### config.mk
export PLATFORM = sky130hd
export DESIGN_NAME = spi_peripheral
export DESIGN_NICKNAME = d
export VERILOG_FILES = /design/src/rtl/spi_peripheral.sv
export SDC_FILE = /design/constraint.sdc
export NUM_CORES = 1
export LEC_CHECK = 0
export CORE_ASPECT_RATIO = 0.9
export CORE_MARGIN = 5
export CORE_UTILIZATION = 60
export DETAILED_ROUTE_END_ITERATION = 12
export DONT_BUFFER_PORTS = 1
export PLACE_DENSITY = 0.72
export SLEW_MARGIN = 10
export SYNTH_ARGS = -nofsm -noshare
export SYNTH_HDL_FRONTEND = slang
export SYNTH_SLANG_ARGS = --single-unit
### constraint.sdc
create_clock -name clk -period 2.81 [get_ports clk]
set_clock_uncertainty 0.15 [all_clocks]
set_input_delay 0.281 -clock clk [delete_from_list [all_inputs] [get_ports clk]]
set_output_delay 0.281 -clock clk [all_outputs]
set_load 0.005 [all_outputs]
### src/rtl/spi_peripheral.sv
// SPI target (mode 0, MSB first) fully in the clk domain; full-duplex word exchange with a
// one-entry TX buffer. Optional status flags are enabled by defining SPI_PERIPH_STATUS_EN.
module spi_peripheral #(
  parameter int unsigned         DATA_W      = 8,
  parameter int unsigned         SYNC_STAGES = 2,
  parameter logic [DATA_W-1:0]   IDLE_WORD   = DATA_W'('hFF)
) (
  input  logic              clk,
  input  logic              rst_n,
  input  logic              spi_clk,
  input  logic              cs_n,
  input  logic              mosi,
  output logic              miso,
  output logic              miso_oe,
  input  logic [DATA_W-1:0] tx_data,
  input  logic              tx_valid,
  output logic              tx_ready,
  output logic [DATA_W-1:0] rx_data,
  output logic              rx_valid,
  output logic              busy
`ifdef SPI_PERIPH_STATUS_EN
  ,
  output logic              rx_overrun,
  output logic              tx_underrun,
  input  logic              status_clr
`endif
);

  localparam int unsigned CNT_W   = $clog2(DATA_W);
  localparam int unsigned LAST_IX = DATA_W - 1;

  typedef enum logic {ST_IDLE, ST_SHIFT} state_t;

  state_t               state;
  logic [SYNC_STAGES-1:0] sclk_sync;
  logic [SYNC_STAGES-1:0] cs_sync;
  logic [SYNC_STAGES-1:0] mosi_sync;
  logic                 sclk_q;
  logic [CNT_W-1:0]     bit_cnt;
  logic                 reload;
  logic [DATA_W-1:0]    tx_shift;
  logic [DATA_W-1:0]    rx_shift;
  logic [DATA_W-1:0]    buf_data;

  logic                 sclk_s;
  logic                 cs_s;
  logic                 mosi_s;
  logic                 sclk_rise;
  logic                 sclk_fall;
  logic                 load_c;
  logic [DATA_W-1:0]    load_word;
  logic [DATA_W-1:0]    rx_next;

  assign sclk_s    = sclk_sync[SYNC_STAGES-1];
  assign cs_s      = cs_sync[SYNC_STAGES-1];
  assign mosi_s    = mosi_sync[SYNC_STAGES-1];
  assign sclk_rise = sclk_s & ~sclk_q;
  assign sclk_fall = ~sclk_s & sclk_q;
  assign rx_next   = {rx_shift[DATA_W-2:0], mosi_s};

  // A load happens on selection and on the first falling edge after a completed word.
  assign load_c    = ((state == ST_IDLE) && !cs_s) ||
                     ((state == ST_SHIFT) && !cs_s && sclk_fall && reload);
  assign load_word = tx_ready ? IDLE_WORD : buf_data;

  // Input synchronisers and previous-cycle copy of the clock for edge detection.
  always_ff @(posedge clk or negedge rst_n) begin
    if (!rst_n) begin
      sclk_sync <= '0;
      cs_sync   <= '1;
      mosi_sync <= '0;
      sclk_q    <= 1'b0;
    end else begin
      sclk_sync <= {sclk_sync[SYNC_STAGES-2:0], spi_clk};
      cs_sync   <= {cs_sync[SYNC_STAGES-2:0], cs_n};
      mosi_sync <= {mosi_sync[SYNC_STAGES-2:0], mosi};
      sclk_q    <= sclk_s;
    end
  end

  // One-entry TX buffer; tx_ready doubles as the buffer-empty flag.
  always_ff @(posedge clk or negedge rst_n) begin
    if (!rst_n) begin
      tx_ready <= 1'b1;
      buf_data <= '0;
    end else if (load_c && !tx_ready) begin
      tx_ready <= 1'b1;
    end else if (tx_valid && tx_ready) begin
      buf_data <= tx_data;
      tx_ready <= 1'b0;
    end
  end

  // Frame FSM with shift registers and registered pin/strobe outputs.
  always_ff @(posedge clk or negedge rst_n) begin
    if (!rst_n) begin
      state    <= ST_IDLE;
      miso     <= 1'b0;
      miso_oe  <= 1'b0;
      rx_data  <= '0;
      rx_valid <= 1'b0;
      busy     <= 1'b0;
      bit_cnt  <= '0;
      reload   <= 1'b0;
      tx_shift <= '0;
      rx_shift <= '0;
    end else begin
      rx_valid <= 1'b0;
      busy     <= ~cs_s;
      case (state)
        ST_IDLE: begin
          if (!cs_s) begin
            state    <= ST_SHIFT;
            tx_shift <= load_word;
            miso     <= load_word[DATA_W-1];
            miso_oe  <= 1'b1;
            bit_cnt  <= '0;
            reload   <= 1'b0;
          end
        end
        ST_SHIFT: begin
          if (cs_s) begin
            // Deselect wins over any same-cycle clock edge; partial word is dropped.
            state    <= ST_IDLE;
            miso     <= 1'b0;
            miso_oe  <= 1'b0;
            bit_cnt  <= '0;
            reload   <= 1'b0;
            rx_shift <= '0;
          end else begin
            if (sclk_rise) begin
              rx_shift <= rx_next;
              if (bit_cnt == CNT_W'(LAST_IX)) begin
                rx_data  <= rx_next;
                rx_valid <= 1'b1;
                bit_cnt  <= '0;
                reload   <= 1'b1;
              end else begin
                bit_cnt <= bit_cnt + CNT_W'(1);
              end
            end
            if (sclk_fall) begin
              if (reload) begin
                tx_shift <= load_word;
                miso     <= load_word[DATA_W-1];
                reload   <= 1'b0;
              end else begin
                tx_shift <= {tx_shift[DATA_W-2:0], 1'b0};
                miso     <= tx_shift[DATA_W-2];
              end
            end
          end
        end
        default: state <= ST_IDLE;
      endcase
    end
  end

`ifdef SPI_PERIPH_STATUS_EN
  logic rx_unread;

  // Sticky link-health flags; a status_clr pulse marks the current word as read.
  always_ff @(posedge clk or negedge rst_n) begin
    if (!rst_n) begin
      rx_overrun  <= 1'b0;
      tx_underrun <= 1'b0;
      rx_unread   <= 1'b0;
    end else begin
      if (rx_valid && rx_unread) rx_overrun <= 1'b1;
      if (load_c && tx_ready) tx_underrun <= 1'b1;
      if (rx_valid) begin
        rx_unread <= 1'b1;
      end else if (status_clr) begin
        rx_unread <= 1'b0;
      end
      if (status_clr) begin
        rx_overrun  <= 1'b0;
        tx_underrun <= 1'b0;
      end
    end
  end
`endif

endmodule

## Word-level counts from Yosys, hierarchy flattened

Index checks and enable logic that the tools add are counted.

- Register bits: 47
- Input bits: 14
- Output and inout port bits: 13
- Logic and storage cells: 84

- Add/subtract/negate cells: 1
- Equal/unequal tests: 7
- Muxes and demuxes: 35
- Bitwise gates (word level): 7
- Reduce and logical (&&, ||, !) cells: 18

Operator list:

| cell | count |
|---|---|
| two-way mux 7 bit | 6 |
| two-way mux 1 bit | 19 |
| one-hot mux 7 bit (2 select lines) | 1 |
| two-way mux 3 bit | 4 |
| AND reduction 2 bit | 5 |
| two-way mux 8 bit | 1 |
| logical AND 1 bit | 6 |
| inequality test 3 x 1 -> 1 bit, second input constant | 2 |
| one-hot mux 1 bit (2 select lines) | 3 |
| one-hot mux 3 bit (2 select lines) | 1 |
| NOT 1 bit | 5 |
| inequality test 2 x 1 -> 1 bit, second input constant | 2 |
| inequality test 2 bit, second input constant | 2 |
| AND reduction 4 bit | 1 |
| nonzero test 2 bit | 2 |
| adder 3 x 1 -> 3 bit, second input constant | 1 |
| equality test 3 bit, second input constant | 1 |
| AND reduction 3 bit | 1 |
| bitwise AND 1 bit | 2 |
| zero test 1 bit | 2 |
| logical OR 1 bit | 1 |

## Depth between registers and ports, before layout

Gate-level depths: netlist (run 1).

- Word-level depth: 8
- Depth in mapped cells: 6
- Depth with buffers taken out: 5

## Worst setup path before layout (run 1)

No wires, ideal clock.

- Path type: flip-flop to flip-flop
- From: reg cs_sync[1]
- To: reg bit_cnt[0]
- Setup time: 125 ps
- Arrival: 1684 ps
- Required time: 2535 ps
- Path slack: 852 ps
- Stages on the path, launching flop included: 6
- Path buffers: 1
- Clock period less this slack: 1958 ps
- Cells stage by stage: dfstp_2 clkbuf_1 inv_1 ha_1 a21oi_2 mux2_2

- Cells in the longest elaborated chain, start to end: 2
- Elaborated cells between the ends (all ways): 5
- Those cells by class: eq/ne: 2; mux: 2; reduce/logical: 1

RTL lines:

| what | RTL line | text |
|---|---|---|
| start, declared | 36 | `logic [SYNC_STAGES-1:0] cs_sync;` |
| start signal, assigned | 75 | `cs_sync <= {cs_sync[SYNC_STAGES-2:0], cs_n};` |
| two-way mux 3 bit, or another cell as far along | 122 | `if (cs_s) begin` |
| one-hot mux 3 bit (2 select lines) or AND reduction 2 bit (tied branches) | - |  |
| end signal, assigned | 139 | `bit_cnt <= bit_cnt + CNT_W'(1);` |
| end, declared | 39 | `logic [CNT_W-1:0] bit_cnt;` |

Several ways; a longest one is shown, not always the timed one.
A chain may end at the register's enable or synchronous reset.

## Final worst setup path (run 1)

Ends and elaborated chain as after synthesis.

==> results of run 1 <==
==> worst min path at each step <==
stage,startpoint,to,cells past startpoint
after floorplan,rst_n,bit_cnt[0],0
after global placement,rst_n,rx_data[3],0
after detailed placement,rst_n,rx_valid,0
after CTS,sclk_sync[0],sclk_sync[1],0
after global routing,sclk_sync[0],sclk_sync[1],0
final,sclk_sync[0],sclk_sync[1],0
==> per-stage QoR <==
step | util [%] | hold slack (ns) | cell area, um^2 | setup slack (ns)
floorplan | - | -0.1646 | 1991 | 0.8517
global placement | 64.52 | -0.1635 | 2009 | 0.9653
detailed placement | 64.52 | -0.1632 | 2009 | 0.9109
CTS | 71.72 | 0.2018 | 2233 | 0.8957
global route | 71.72 | 0.2104 | 2233 | 0.8151
finish | 71.72 | 0.2008 | 2233 | 0.8905
==> power by group <==
part / leakage, nW / switching, mW / internal [mW]
logic: 0.387 / 0.0997 / 0.138
registers: 0.571 / 0.0782 / 0.775
clock network: 0.0383 / 0.198 / 0.171
==> layout by cell type, fill, tap and decap left out, drive strengths merged, types with 2 or more instances in the layout <==
master	n
dlygate4sd3	12
buf	2
o2bb2ai	7
clkbuf	7
nand2	5
nor2	7
a22oi	7
ha	6
dfstp	3
nor3b	5
a21oi	8
dfrtp	43
o21ai	3
mux2	23
mux2i	4
inv	7
nand2b	3
==> layout make-up <==
| cell class | instances | area [um^2] | share of cell area (%) |
|---|---|---|---|
| well taps | 42 | 52.55 | 2.353 |
| multi-input cells | 90 | 768.2 | 34.40 |
| repair buffers | 14 | 155.1 | 6.947 |
| clock buffers | 7 | 76.32 | 3.417 |
| flip-flops and latches | 46 | 1155 | 51.71 |
| inverters | 7 | 26.28 | 1.176 |
==> metal layers <==
metal  global-route usage, %  part of all wire [%]  vias to the layer above
met1                   21.25                    42                      606
met2                   30.56                    52                       21
li1                        -                     -                      560
met3                   5.873                   4.3                        7
met4                   8.216                   2.2                        0
met5                       0                     0                        -
==> worst max-delay path, cell delays in order, from the launching register on <==
cell                      delay, ns
sky130_fd_sc_hd__dfstp_2       0.68
sky130_fd_sc_hd__inv_1         0.12
sky130_fd_sc_hd__ha_1          0.25
sky130_fd_sc_hd__a21oi_2       0.24
sky130_fd_sc_hd__mux2_2        0.37
==> cell families after synthesis <==
logic type                 Yosys count
DFF                                 46
AOI/OAI and AO/OA                   31
muxes                               27
and+or+nand+nor                     26
buffers and inverters               14
adders and majority gates            6
==> flip-flops by register name, indices dropped and copies added (netlist names) <==
register,count
cs_sync,2
rx_shift,7
tx_shift,7
sclk_sync,2
busy,1
reload,1
miso,1
buf_data,8
tx_ready,1
bit_cnt,3
mosi_sync,2
rx_valid,1
sclk_q,1
miso_oe,1
rx_data,8
==> results.txt, run 1 <==
In this run the critical register-to-register path is launched from cs_sync[1]. The number of antenna violations at the first check in global routing came out at 0. The effective utilization at floorplan is 63.92%. The number of failing setup endpoints in the final timing report is 0. In this run the post-CTS setup repair buffer count came out at 0.

For this run, design rule violations remaining after detail routing come to 0. The number of global-route vias before repair is 1332. The first routing iteration left 66 violations. For this run, the leading register cell type out of synthesis is sky130_fd_sc_hd__dfrtp_1.

Once detail routing completed, the nets flagged for antenna violations numbered 0. The post-synthesis register bit count came out at 46. The synthesized-area fraction occupied by adder cells is 3.771%.

Including well taps, the total number of placed cells is 186. The remaining max-slew budget at the tightest pin came out at 71.12%. The number of buffers created by CTS came out at 5. The total overflow left after global routing is 0. The worst hold path belongs to the class flop to flop. The largest net degree at the start of global routing is 47. The most area-hungry cell type in the Yosys netlist is sky130_fd_sc_hd__dfrtp_1.

The number of gates resized after CTS is 0. Setup repair after global routing left no endpoint under its margin. The global-route usage over all layers is 18.13%.

0 antenna diodes ended up in the layout. The routed layout has 1194 vias. The share of the synthesized netlist area taken by xor and xnor gates came out at 0%.

The floorplan die area is 4571 um^2. The worst reg-to-reg setup slack is 0.89 ns. The minimum clock period after layout is around 1.9 ns.

The count of flip-flops with a built-in enable after synthesis came out at 0. The count of synthesis-stage warnings from yosys is 0. The count of nets after finishing is around 180.

The placer's final routability congestion estimate came out at 0.7251. Summed over all nets, the half-perimeter wirelength after detailed placement is around 2400 um. The critical path ends at bit_cnt[0]. The count of standard-cell rows came out at 19.

The maximum vdd ir drop came out at 0.4941 mV. The vertical die dimension came out at 64.65 um. The mapped cell area came out at 1991 um^2. The area fraction of the dominant cell type after synthesis came out at 54.05%. The number of failing hold endpoints at the final stage came out at 0. In this run the worst path has a maximum fanout of 13. The fraction of registers with async set/reset is 100.0%. The number of buffers inserted by port buffering is 0. After synthesis, the largest family of logic cells by area is multiplexers.

The number of placed I/O pins is 27. The number of distinct library cell variants in the gate-level netlist after synthesis came out at 33. The data arrival time of the critical path came out at 1.95 ns. The number of inserted filler cells in the final layout is 207. The most instantiated library cell after synthesis is sky130_fd_sc_hd__dfrtp_1.

The total power of the final layout came out at 1.460 mW. The number of nets handed over by synthesis was 170. The post-synthesis compound-gate area fraction is 11.69%. The clock tree buffer depth came out at 2. The first global-routing pass estimated 6320 um of wire. The post-synthesis cell count is 150.

The maximum frequency from static timing analysis came out at 521.0 MHz. The setup path with the least slack is of type flop to flop. The transition time at the pin with the least slew margin is about 0.43 ns. The post-synthesis average cell area is 13.27 um^2.

Dividing the final minimum period by the clock period gives 68.31%. The element type at the critical path end is a flop. Measured in cells, the most critical reg-to-reg path has a length of 4. In the routed layout, each cell is associated on average with a via count of slightly below 6. Counting instances in the post-synthesis netlist gives the leading cell types as 43 x sky130_fd_sc_hd__dfrtp_1, 23 x sky130_fd_sc_hd__mux2_2.

Tracing the worst setup path back leads to its startpoint at cs_sync[1]. The power per standard cell area is 653.8 nW/um^2. Across the run, the number of max-cap violations was 0. The clock root buffer is sky130_fd_sc_hd__clkbuf_8.

The number of hold buffers added after cts came out at 13. The setup TNS came out at 0 ns. By area the synthesized netlist is led by sky130_fd_sc_hd__dfrtp_1 54%, sky130_fd_sc_hd__mux2_2 13%, sky130_fd_sc_hd__dfstp_2 4.0%. The portion of synthesized area spent on multiplexers is 15.02%. TritonCTS built the clock tree. The clock net sink count is 46.

After detailed routing, the total wire length is 3534 um. The core outline area is 3114 um^2. The flow ran to the end, and the final reports show no timing, DRC or antenna violations.

At the later pin of the worst-skew pair, clock insertion delay measures 0.29 ns. The number of max-slew violations in the final report is 0. STA classifies the critical path startpoint as a flop. After clock tree synthesis, the clock-pin slew on the worst setup and hold paths is about 0.08 ns. The capture point of the worst reg-to-reg path is bit_cnt[0]. The synthesized-area fraction occupied by and/or/nand/nor cells came out at 8.108%.

The total iterations of the first detailed-routing run came out at 4. The layout cell share with drive strength beyond 1 came out at 24.39%. The leakage dissipation is 0.9963 nW. The H-tree level count is 2.

The endpoint required time on the critical path is 2.84 ns. The number of standard cells in the final layout excluding fillers came out at 206. The width of the chip is 70.72 um. The sequential-to-total area share from yosys stat is about three fifths. The post-synthesis to final-layout area growth came out at 12.19%. After detailed routing, the average wire length per cell comes to 17.16 um.
(Power assumes the default switching activity.)
==> run 2, diff against run 1 <==
--- a/config.mk
+++ b/config.mk
@@ -7,10 +7,10 @@
 export LEC_CHECK = 0
 export CORE_ASPECT_RATIO = 0.9
 export CORE_MARGIN = 5
-export CORE_UTILIZATION = 60
+export CORE_UTILIZATION = 55
 export DETAILED_ROUTE_END_ITERATION = 12
 export DONT_BUFFER_PORTS = 1
-export PLACE_DENSITY = 0.72
+export PLACE_DENSITY = 0.69
 export SLEW_MARGIN = 10
 export SYNTH_ARGS = -nofsm -noshare
 export SYNTH_HDL_FRONTEND = slang
==> constraint.sdc (replaced) <==
create_clock -name clk -period 1.6 [get_ports clk]
set_clock_uncertainty 0.15 [all_clocks]
set_input_delay 0.16 -clock clk [delete_from_list [all_inputs] [get_ports clk]]
set_output_delay 0.16 -clock clk [all_outputs]
set_load 0.005 [all_outputs]
==> run 2 against run 1 <==
Net effect:
- the flow now finishes with violations (setup timing)
- sequential cell count is the same
- wire length grew 13%
- worst hold slack lost 0.10 ns
- non-clock buffer count grew 24
- core utilization grew 5.2 points
- global-route usage shrank 0.18 points
- first-iteration DRC count shrank 3.0%
- worst setup slack lost 0.93 ns
- largest power group unchanged
==> results.txt, run 2 (synthesis gave the netlist of run 1 again) <==
Run status: finished with violations (was complete, no violations). The final reports fail on setup timing. The power per standard cell area is 1052 nW/um^2 (was 653.8 nW/um^2). The post-synthesis to final-layout area growth came out at 32.43% (was 12.19%). The count of inserted antenna diode cells was 0 (unchanged). The clock net sink count came out at 46 (unchanged).

The transition time at the pin with the least slew margin was 0.3464 ns (was 0.4318 ns). The placer's final routability congestion estimate came out at 0.7612 (was 0.7251). Unrepaired setup endpoints after global routing: yes (was no). The minimum setup slack after placement came out at -0.1181 ns (was 0.9109 ns). The sequential cell area is 1156 um^2 (was 1155 um^2). The post-detailed-route via-to-cell ratio is 5.624 (was 5.796).

The capture point of the worst reg-to-reg path is tx_shift[4] (was bit_cnt[0]). The cell type group with the largest total delay on the critical path is flip-flops (unchanged). The total area of multi-input combinational cells is 937.1 um^2 (was 768.2 um^2). The number of inserted filler cells in the final layout is 202 (was 207). The number of buffers created by CTS is 5 (unchanged). The smallest setup slack after layout was -0.03515 ns (was 0.8905 ns). Largest registers in the final layout: buf_data (8), rx_data (8) (unchanged). The vertical die dimension is 67.08 um (was 64.65 um). The delay of the slowest cell on the worst path is 0.43 ns (was 0.68 ns). The count of standard-cell rows was 20 (was 19). The clock insertion delay at the later pin of the skew report is 0.30 ns (was 0.29 ns). The core outline area is 3428 um^2 (was 3114 um^2). The number of placed I/O pins is 27 (unchanged).

The H-tree level count is 2 (unchanged). Cells along the critical path: buf_12, inv_8, ha_4, a211oi_4, buf_6, mux2_4 (was inv_1, ha_1, a21oi_2, mux2_2). The DRC violation count after routing is 0 (unchanged). The total buffers and inverters traversed by the critical path came out at 3 (was 1). The number of failing hold endpoints at the final stage was 0 (unchanged). The reg-to-reg critical path startpoint was busy (was cs_sync[1]). The detailed placement HPWL is 2469 um (was 2358 um).

The remaining max-slew budget at the tightest pin is 76.85% (was 71.12%). The remaining number of nets flagged by the antenna check after routing came out at 0 (unchanged). The wire length of the first global-routing pass came out at 6506 um (was 6320 um). The type of element launching the critical path is a flop (unchanged). The floorplan die area is 4924 um^2 (was 4571 um^2). The number of failing setup endpoints in the final timing report was 11 (was 0). The per-cell routed wire length is 17.04 um (was 17.16 um). The number of buffers inserted by port buffering came out at 0 (unchanged). The logic depth of the worst setup path including buffers came to 6 (was 4). The clock edge transition at the registers on the reported setup and hold paths came out at 0.08 ns (about the same). The startpoint of the worst setup timing path was busy (was cs_sync[1]).

The number of cells on the worst reg-to-reg path came out at 6 (was 4). The instance count after placement with tap cells included is 205 (was 186). The post-route fraction of the period consumed by the critical path came out at 102.2% (was 68.31%). The number of max-slew violations in the final report came out at 0 (unchanged).

The path class of the lowest-slack min-delay path was input pin to flop (was flop to flop). The number of standard cells in the final layout excluding fillers came out at 234 (was 206). The global-route usage over all layers was 17.95% (was 18.13%). The final hold slack came out at 0.09595 ns (was 0.2008 ns).

Top library cells by usage in the layout, fill and taps aside: 42 x sky130_fd_sc_hd__dfrtp_1, 20 x sky130_fd_sc_hd__buf_4, 15 x sky130_fd_sc_hd__mux2_4, 12 x sky130_fd_sc_hd__dlygate4sd3_1, 8 x sky130_fd_sc_hd__mux2_2 (was 43 x sky130_fd_sc_hd__dfrtp_1, 23 x sky130_fd_sc_hd__mux2_2, 12 x sky130_fd_sc_hd__dlygate4sd3_1). The layout cell share with drive strength beyond 1 was 40.53% (was 24.39%). The maximum frequency from static timing analysis came out at 611.6 MHz (was 521.0 MHz). The maximum vdd ir drop was 0.7721 mV (was 0.4941 mV). The element type at the critical path end was a flop (unchanged).

The maximum fanout count along the critical path came out at 7 (was 13). The leakage dissipation came out at 1.218 nW (was 0.9963 nW). The worst reg-to-reg setup slack was -0.04 ns (was 0.89 ns). The type of the worst setup path is flop to flop (unchanged). The number of global-route vias before repair is 1375 (was 1332). The global route total overflow was 0 (unchanged). The TritonCTS clock tree is built (unchanged). The total number of vias is 1316 (was 1194). The number of max-cap violations came out at 0 (unchanged). The data arrival time of the critical path is 1.67 ns (was 1.95 ns). The total detailed-routing wirelength came out at 3988 um (was 3534 um). The clock root buffer is sky130_fd_sc_hd__clkbuf_8 (unchanged).

The width of the chip came out at 73.42 um (was 70.72 um). The effective utilization at floorplan came to 58.07% (was 63.92%). The last element of the critical path was tx_shift[4] (was bit_cnt[0]). The DRC marker count from the first detailed-route iteration is 64 (was 66). The number of antenna violations at the first check in global routing was 0 (unchanged).

The slowest library cell on the worst path was sky130_fd_sc_hd__dfrtp_2 (was sky130_fd_sc_hd__dfstp_2). The minimum clock period after layout came to 1.635 ns (was 1.920 ns). The largest net degree at the start of global routing was 47 (unchanged).

The count of nets after finishing came out at 209 (was 184). The total iterations of the first detailed-routing run is 4 (unchanged). The endpoint required time on the critical path is 1.63 ns (was 2.84 ns). The clock tree buffer depth came out at 2 (unchanged). The most common cell after layout, fill and taps aside is sky130_fd_sc_hd__dfrtp_1 (unchanged).
-- run 2: cell count changes in the layout (fill, tap and decap cells not counted), sizes merged --
cell	delta
clkinv	+1
nand4b	+1
buf	+24
-- run 2: repair_timing --
item | 4_1_cts | 5_1_grt
gates cloned | 1 | 0
hold endpoints to repair | 57 | 0
resized for setup | 21 | 11
hold buffers | 13 | 0
pin swaps | 4 | 2
setup endpoints to repair | 21 | 21
buffers inserted | 4 | 3
-- run 2: power by group --
group          leakage, nW  switching, mW  internal [mW]
registers            0.570          0.116           1.36
logic                0.600          0.233          0.345
clock network       0.0482          0.370          0.349
total                 1.22          0.719           2.05
-- run 2: worst min-delay path by stage --
stage / cells after the start / from / end
2_1_floorplan: 0 / rst_n / bit_cnt[0]
3_3_place_gp: 0 / rst_n / rx_valid
3_5_place_dp: 0 / rst_n / rx_valid
4_1_cts: 2 / tx_valid / tx_ready
5_1_grt: 2 / tx_valid / tx_ready
6_report: 2 / tx_valid / tx_ready
-- run 2: metrics by stage --
step           instance area (um^2)  power [mW]  util [%]  TNS, ns
4_1_cts                        2544       2.763     74.20  -0.3070
6_report                       2636       2.773     76.90  -0.2667
2_1_floorplan                  2028       1.821         -   -1.713
5_1_grt                        2636       2.939     76.90  -0.8909
3_3_place_gp                   2167       1.914     63.21  -0.9134
3_5_place_dp                   2167       1.944     63.21   -1.689
-- run 2: area by class of cell --
class                      count  share of cell area, %
timing repair buffer          38                  13.76
clock inverter                 1                 0.1898
clock buffer                   7                  3.275
tap                           44                  2.088
multi-input combinational     91                  35.55
sequential                    46                  43.85
inverter                       7                  1.281
-- run 2: per-layer routing --
metal / track usage (%) / vias up / wire length (um)
li1: - / 615 / -
met1: 21.59 / 665 / 1698
met2: 30.02 / 29 / 2012
met3: 4.525 / 7 / 208
met4: 8.371 / 0 / 68
met5: 0 / - / 0
